File: config.mk
export PLATFORM = sky130hd
export DESIGN_NAME = alu_serial_ctrl
export DESIGN_NICKNAME = d
export VERILOG_FILES = /design/src/rtl/alu_pkg.sv /design/src/rtl/alu1bit.sv /design/src/rtl/alu_serial_ctrl.sv
export SDC_FILE = /design/constraint.sdc
export NUM_CORES = 1
export LEC_CHECK = 0
export ABC_AREA = 1
export CORE_MARGIN = 2
export CORE_UTILIZATION = 56
export CTS_BUF_LIST = sky130_fd_sc_hd__clkbuf_4 sky130_fd_sc_hd__clkbuf_8
export CTS_CLUSTER_DIAMETER = 30
export DETAILED_ROUTE_END_ITERATION = 10
export PLACE_DENSITY = 0.93
export SETUP_SLACK_MARGIN = 0.2
export SLEW_MARGIN = 20
export SYNTH_ARGS = -nofsm -noshare
export SYNTH_HDL_FRONTEND = slang
export SYNTH_SLANG_ARGS = --single-unit
File: constraint.sdc
create_clock -name clk -period 3.1 [get_ports clk]
set_input_delay 0.465 -clock clk [delete_from_list [all_inputs] [get_ports clk]]
set_output_delay 0.465 -clock clk [all_outputs]
set_load 0.05 [all_outputs]
File: src/rtl/alu_pkg.sv
// Shared encodings for the bit-serial ALU: opcode and controller state enums.
package alu_pkg;

  typedef enum logic [1:0] {
    OP_ADD = 2'b00,
    OP_SUB = 2'b01,
    OP_AND = 2'b10,
    OP_OR  = 2'b11
  } alu_op_e;

  typedef enum logic [1:0] {
    S_IDLE = 2'b00,
    S_RUN  = 2'b01,
    S_DONE = 2'b10
  } alu_state_e;

  function automatic logic is_arith(input alu_op_e op);
    return (op == OP_ADD) || (op == OP_SUB);
  endfunction

endpackage

File: src/rtl/alu1bit.sv
// One-bit ALU slice; SUB inverts b so that a - b = a + ~b + 1 with cin seeded to 1.
module alu1bit
  import alu_pkg::*;
(
  input  logic    a,
  input  logic    b,
  input  logic    cin,
  input  alu_op_e op,
  output logic    s,
  output logic    cout
);

  logic bx;

  always_comb begin
    bx   = b ^ (op == OP_SUB);
    s    = 1'b0;
    cout = 1'b0;
    case (op)
      OP_ADD, OP_SUB: begin
        s    = a ^ bx ^ cin;
        cout = (a & bx) | (a & cin) | (bx & cin);
      end
      OP_AND:  s = a & b;
      OP_OR:   s = a | b;
      default: s = 1'b0;
    endcase
  end

endmodule

File: src/rtl/alu_serial_ctrl.sv
// Bit-serial ALU controller: WIDTH-bit op through one alu1bit slice, LSB first.
// Optional signed-overflow flag is built only when ALU_SERIAL_OVF_EN is defined.
module alu_serial_ctrl
  import alu_pkg::*;
#(
  parameter int WIDTH = 8
) (
  input  logic             clk,
  input  logic             rst,
  input  logic             start,
  input  logic [1:0]       op,
  input  logic [WIDTH-1:0] a,
  input  logic [WIDTH-1:0] b,
  output logic             busy,
  output logic             done,
  output logic [WIDTH-1:0] result,
  output logic             cout,
  output logic             ovf,
  output alu_state_e       dbg_state_o
);

  localparam int CW = $clog2(WIDTH) + 1;
  localparam logic [CW-1:0] LAST = CW'(WIDTH - 1);

  // Handshake: start is accepted only on an edge where the state is IDLE or
  // DONE; done is a one-cycle pulse marking result/cout/ovf valid, and those
  // stay held until the cycle after the next accepted start.
  alu_state_e       state_q;
  alu_op_e          op_q;
  logic [WIDTH-1:0] a_q, b_q, res_q;
  logic [CW-1:0]    cnt_q;
  logic             carry_q, busy_q, done_q, cout_q;
  logic             slice_s, slice_cout, cout_d;
  alu_op_e          op_in;

  assign op_in  = alu_op_e'(op);
  assign cout_d = is_arith(op_q) & slice_cout;

  alu1bit u_slice (
    .a    (a_q[0]),
    .b    (b_q[0]),
    .cin  (carry_q),
    .op   (op_q),
    .s    (slice_s),
    .cout (slice_cout)
  );

`ifdef ALU_SERIAL_OVF_EN
  logic ovf_q, ovf_d;
  // In the MSB cycle carry_q is the carry into the MSB.
  assign ovf_d = is_arith(op_q) & (carry_q ^ slice_cout);
  assign ovf   = ovf_q;
`else
  assign ovf = 1'b0;
`endif

  always_ff @(posedge clk or posedge rst) begin
    if (rst) begin
      state_q <= S_IDLE;
      op_q    <= OP_ADD;
      a_q     <= '0;
      b_q     <= '0;
      res_q   <= '0;
      cnt_q   <= '0;
      carry_q <= 1'b0;
      busy_q  <= 1'b0;
      done_q  <= 1'b0;
      cout_q  <= 1'b0;
`ifdef ALU_SERIAL_OVF_EN
      ovf_q   <= 1'b0;
`endif
    end else begin
      done_q <= 1'b0;
      case (state_q)
        S_IDLE, S_DONE: begin
          if (start) begin
            state_q <= S_RUN;
            op_q    <= op_in;
            a_q     <= a;
            b_q     <= b;
            res_q   <= '0;
            cnt_q   <= '0;
            carry_q <= (op_in == OP_SUB);
            busy_q  <= 1'b1;
            cout_q  <= 1'b0;
`ifdef ALU_SERIAL_OVF_EN
            ovf_q   <= 1'b0;
`endif
          end else begin
            state_q <= S_IDLE;
          end
        end
        S_RUN: begin
          res_q   <= {slice_s, res_q[WIDTH-1:1]};
          a_q     <= a_q >> 1;
          b_q     <= b_q >> 1;
          carry_q <= slice_cout;
          cnt_q   <= cnt_q + 1'b1;
          if (cnt_q == LAST) begin
            state_q <= S_DONE;
            busy_q  <= 1'b0;
            done_q  <= 1'b1;
            cout_q  <= cout_d;
`ifdef ALU_SERIAL_OVF_EN
            ovf_q   <= ovf_d;
`endif
          end
        end
        default: state_q <= S_IDLE;
      endcase
    end
  end

  assign busy        = busy_q;
  assign done        = done_q;
  assign result      = res_q;
  assign cout        = cout_q;
  assign dbg_state_o = state_q;

endmodule

# After elaboration in Yosys (flattened, before gate mapping)
# Cells that the tools add are included.
totals:
  register_bits: 36
  latchBits: 0
  ramBits: 0
  rom_bits: 0
  memories: 0
op_classes:
  addsub: 1
  mul: 0
  n_div: 0
  magnitude_cmp: 0
  eq_ne: 9
  shift: 0
  n_mux: 23
  n_bitwise: 11
  reduce_logical: 9
ops:
  columns: ["cell", "count"]
  rows:
  - ["$pmux 8 s2", 3]
  - ["$mux 8", 3]
  - ["$mux 1", 9]
  - ["$pmux 4 s2", 1]
  - ["$eq 2x1->1 const B", 3]
  - ["$eq 2x2->1 const B", 3]
  - ["$pmux 1 s2", 3]
  - ["$and 1x1->1", 5]
  - ["$add 4x1->4 const B", 1]
  - ["$eq 4x3->1 const B", 1]
  - ["$logic_not 2->1", 2]
  - ["$mux 4", 1]
  - ["$ne 2x2->1 const B", 2]
  - ["$pmux 2 s2", 1]
  - ["$reduce_and 2->1", 2]
  - ["$reduce_or 2->1", 2]
  - ["$or 1x1->1", 3]
  - ["$pmux 1 s3", 1]
  - ["$reduce_and 3->1", 1]
  - ["$xor 1x1->1", 3]
  - ["$mux 2", 1]
  - ["$reduce_bool 2->1", 1]
  - ["$logic_or 1x1->1", 1]

# Longest topological paths before layout
depth:
  ltp_word: 9
  depth_mapped: 9
  depth_no_buf: 9

# By module
# A second synthesis with hierarchy kept.
hier_totals:
  hier_cells: 193
  area_unflattened_um2: 1634.1
by_module_without_submodules:
  columns: ["mod", "n_inst", "cells_per_inst", "area_each_um2", "seq_area_each_um2"]
  rows:
  - ["alu_serial_ctrl", 1, 177, 1552.7, 900.9]
  - ["alu1bit", 1, 16, 81.3, 0.0]

# Least setup slack after synthesis
# OpenSTA, ideal clock, no wires.
synth_timing:
  kind: "reg-to-reg"
  start: "register state_q[0], in the netlist dbg_state_o[0]"
  end: "register a_q[0]"
  t_arrival_ns: 1.309
  t_required_ns: 2.976
  setup_slack_ns: 1.667
  path_stages_with_launch: 7
  period_less_slack_ns: 1.433
  path_cell_list: "dfrtp_1 inv_1 nand2_2 inv_2 buf_2 nand2_1 nand3_1"
synth_between:
  elab_chain_cells: 4
  word_cells_on_any_way: 8
  cone_classes: "eq/ne (3); mux (1); reduce/logical (4)"
synth_lines:
  columns: ["element", "line_no", "rtl"]
  rows:
  - ["start, declared", "alu_serial_ctrl.sv:28", "alu_state_e state_q;"]
  - ["start signal, assigned", "alu_serial_ctrl.sv:59", "state_q <= S_IDLE;"]
  - ["start signal, assigned", "alu_serial_ctrl.sv:77", "state_q <= S_RUN;"]
  - ["start signal, assigned", "alu_serial_ctrl.sv:90", "state_q <= S_IDLE;"]
  - ["$eq 2x2->1 or $logic_not 2->1 (tied branches)", "alu_serial_ctrl.sv:74", "case (state_q)"]
  - ["$reduce_or 2->1", "alu_serial_ctrl.sv:74", null]
  - ["$ne 2x2->1 (no source line) or $reduce_bool 2->1 (tied branches)", null, null]
  - ["$reduce_and 2->1 (no source line)", null, null]
  - ["end signal, assigned", "alu_serial_ctrl.sv:95", "a_q <= a_q >> 1;"]
  - ["end, declared", "alu_serial_ctrl.sv:30", "logic [WIDTH-1:0] a_q, b_q, res_q;"]
# Parallel ways exist; a longest one is shown, timed or not.
# A chain may end at the register's enable or synchronous reset.

# Worst setup path after layout
layout_timing:
  start: "register state_q[1], in the netlist dbg_state_o[1]"
  end: "output dbg_state_o[1]"
layout_rtl:
  columns: ["element", "line_no", "rtl"]
  rows:
  - ["end, declared", "alu_serial_ctrl.sv:19", "output alu_state_e dbg_state_o"]
# No word-level cell between the ends.

==> reports/metrics.csv <==
stage,metric,value,unit
status,status,finished clean,
sta,Fmax,0.490,GHz
clock_tree,CTS Hold Bufs,0,
sta,Final Hold Fails,0,
route,First-pass DRT Iterations,4,
critical_path,endpoint class of the critical path,output pin,
finish,area grow syn2layout,23.8,%
critical_path,CP required,2630,ps
clock_tree,worst-case clock buffer depth,2,
sta,clock skew,9.04,ps
critical_path,CP top delay family,buffers and inverters,
finish,register area,901,µm²
die,Die W,57.5,µm
finish,Finished Core Util,0.725,
die,initial core utilization,0.586,
synth,synthesized area,1600,µm²
die,die footprint,3300,µm²
grt,Tot GR Track Use,0.214,
clock_tree,H-tree depth,2,
power,Peak VDD IR,0.907,mV
synth,register area share after synthesis,0.563,
synth,simple-gate portion of the synthesized area,0.291,
placed_design,pre-CTS setup slack,1380,ps
synth,Yosys Warn Count,0,
finish,share of layout cells above drive strength 1,0.0661,
sta,final worst path period share,0.659,
clock_tree,quantity of gates resized following cts,0,
grt,largest net degree at the start of global routing,37,
critical_path,Worst Path Buf+Inv,1,
finish,Fill cells,242,
die,row cnt,19,
route,vias per cell,5.04,
placed_design,Placer Congestion,0.809,
grt,GRT Residual Overflow,0,
die,Core Region,2730,µm²
grt,global-route wire length before repair,5310,µm
synth,Mean Syn Cell Area,8.34,µm²
synth,net count after synthesis,215,
sta,RSZ-0062 raised after global routing,false,
sta,Worst Max-Slew Pin Slew,827,ps
critical_path,critical path class,flip-flop to output pin,
critical_path,arrival time worst endpoint,1580,ps
synth,Post-Synth XOR/XNOR Area,0.00547,
clock_tree,Root Buffer,clkbuf_4,
finish,ant diodes,0,
die,Die H,57.5,µm
sta,Worst Hold Slack,480,ps
synth,largest family of logic cells by synthesized area,simple AND/OR/NAND/NOR gates,
finish,fin cells,258,
critical_path,CP Cell Sequence,clkdlybuf4s50_1,
sta,# setup viols final,0,
synth,adder-cell share of the synthesized area,0.0203,
route,routed len/inst,11.5,µm
finish,final net count,250,
clock_tree,"Clk pin slew, worst setup/hold paths",100,ps
run,Max-Cap Viols,0,
route,Final ANT Viol Nets,0,
placed_design,port bufs,33,
power,leakage power,1.01,nW
route,Vias,1301,
critical_path,CP max-delay cell,clkdlybuf4s50_1,
sta,minimum clock period,2040,ps
synth,Synth Instances,192,
clock_tree,clk_lat worst skew,340,ps
clock_tree,clock sink total,36,
grt,initial antenna violation count,0,
route,WL final,2980,µm
synth,complex-gate fraction of the synthesized area,0.0414,
grt,vias in the first global route,1200,
synth,Yosys cell types,20,
clock_tree,CTS tree,done,
synth,register bit total from synthesis,36,
finish,multi-input logic area,577,µm²
clock_tree,Post-CTS Setup Repair Bufs,0,
min_path,HP Class,flip-flop to flip-flop,
critical_path,crit path max fanout,3,
placed_design,Placed Cells incl. Taps,251,
critical_path,max incr delay on CP,820,ps
route,drt drc,0,
clock_tree,CTS Buf Count,5,
sta,Setup TNS,0,ps
synth,mux contribution to synthesized area,0,
critical_path,Startpoint Class,flip-flop,
route,DR iter-0 viols,28,
sta,Final WS setup,1060,ps
sta,headroom to the max-slew limit,0.448,
die,I/O pin count,35,
sta,"Slew Viols, Final",0,
placed_design,post-DP HPWL,2040,µm
power,pwr dens,1040,nW/µm²
[path summary, 6_finish.rpt]
check | startpoint | end | slack [ps] | cells past startpoint
worst max register to register | dbg_state_o[0] | busy | 1470 | 5
worst max-delay path | dbg_state_o[1] | dbg_state_o[1] | 1060 | 1
max in group asynchronous | rst | result[7] | 2270 | 3
min in group asynchronous | rst | cnt_q[3] | 510 | 3
worst min register to register | b_q[7] | b_q[7] | 480 | 2
worst min-delay path | b_q[7] | b_q[7] | 480 | 2
[synth_stat cells]
cell / number / area [µm²]
a21oi_1: 2 / 10.0
buf_2: 3 / 15.0
buf_4: 1 / 7.51
buf_6: 2 / 22.5
conb_1: 1 / 3.75
dfrtp_1: 36 / 901
fa_1: 1 / 20.0
ha_1: 1 / 12.5
inv_1: 18 / 67.6
inv_2: 3 / 11.3
nand2_1: 83 / 312
nand2_2: 2 / 12.5
nand2_4: 1 / 11.3
nand3_1: 19 / 95.1
nand4_1: 1 / 6.26
nor2_1: 6 / 22.5
nor2_2: 1 / 6.26
o21ai_0: 5 / 25.0
o22ai_1: 5 / 31.3
xor2_1: 1 / 8.76
[kinds of logic (layout without fill, tap and decap cells)]
logic type | after synthesis | count (layout)
compound gates | 12 | 12
xor+xnor | 1 | 1
fa+ha+maj | 2 | 2
buf+inv | 27 | 62
flops | 36 | 36
other cells | 1 | 1
simple gates | 113 | 113
[stage by stage]
step                total power [mW]  area, µm²
finish                          2.07       1980
global route                    2.24       1980
CTS                             2.08       1980
detailed placement              1.84       1930
global placement                1.80       1930
floorplan                       1.58       1600
[flip-flops by register name (all words and copies together), names as in the netlist]
signal / flops
a_q: 8
b_q: 8
result: 8
cnt_q: 4
dbg_state_o: 2
op_q: 2
busy: 1
carry_q: 1
cout: 1
done: 1
[layer usage]
metal / part of all wire / vias up / track usage
met2: 0.48 / 43 / 0.326
met5: 0 / - / 0
met1: 0.44 / 595 / 0.286
li1: - / 658 / -
met3: 0.061 / 5 / 0.0771
met4: 0.015 / 0 / 0.0698
[power by group]
part	total (mW)	switching, mW	internal, mW
registers	0.809	0.137	0.671
clock network	0.242	0.150	0.0922
logic	1.02	0.671	0.347
[cells in the final DEF, fill, tap and decap left out, types with 2 or more instances in the layout]
master,n
nand2_1,83
dfrtp_1,36
nand2_2,2
inv_2,3
nor2_1,6
inv_1,18
clkbuf_4,6
a21oi_1,2
o22ai_1,5
nand3_1,19
clkdlybuf4s50_1,33
o21ai_0,5
[layout make-up]
cell class / instances / area share
repair buffers: 34 / 0.170
clock inverters: 1 / 0.00252
well taps: 31 / 0.0196
inverters: 21 / 0.0397
multi-input cells: 129 / 0.291
flip-flops and latches: 36 / 0.454
clock buffers: 6 / 0.0227
No activity file was read; power rests on OpenSTA's default activity.
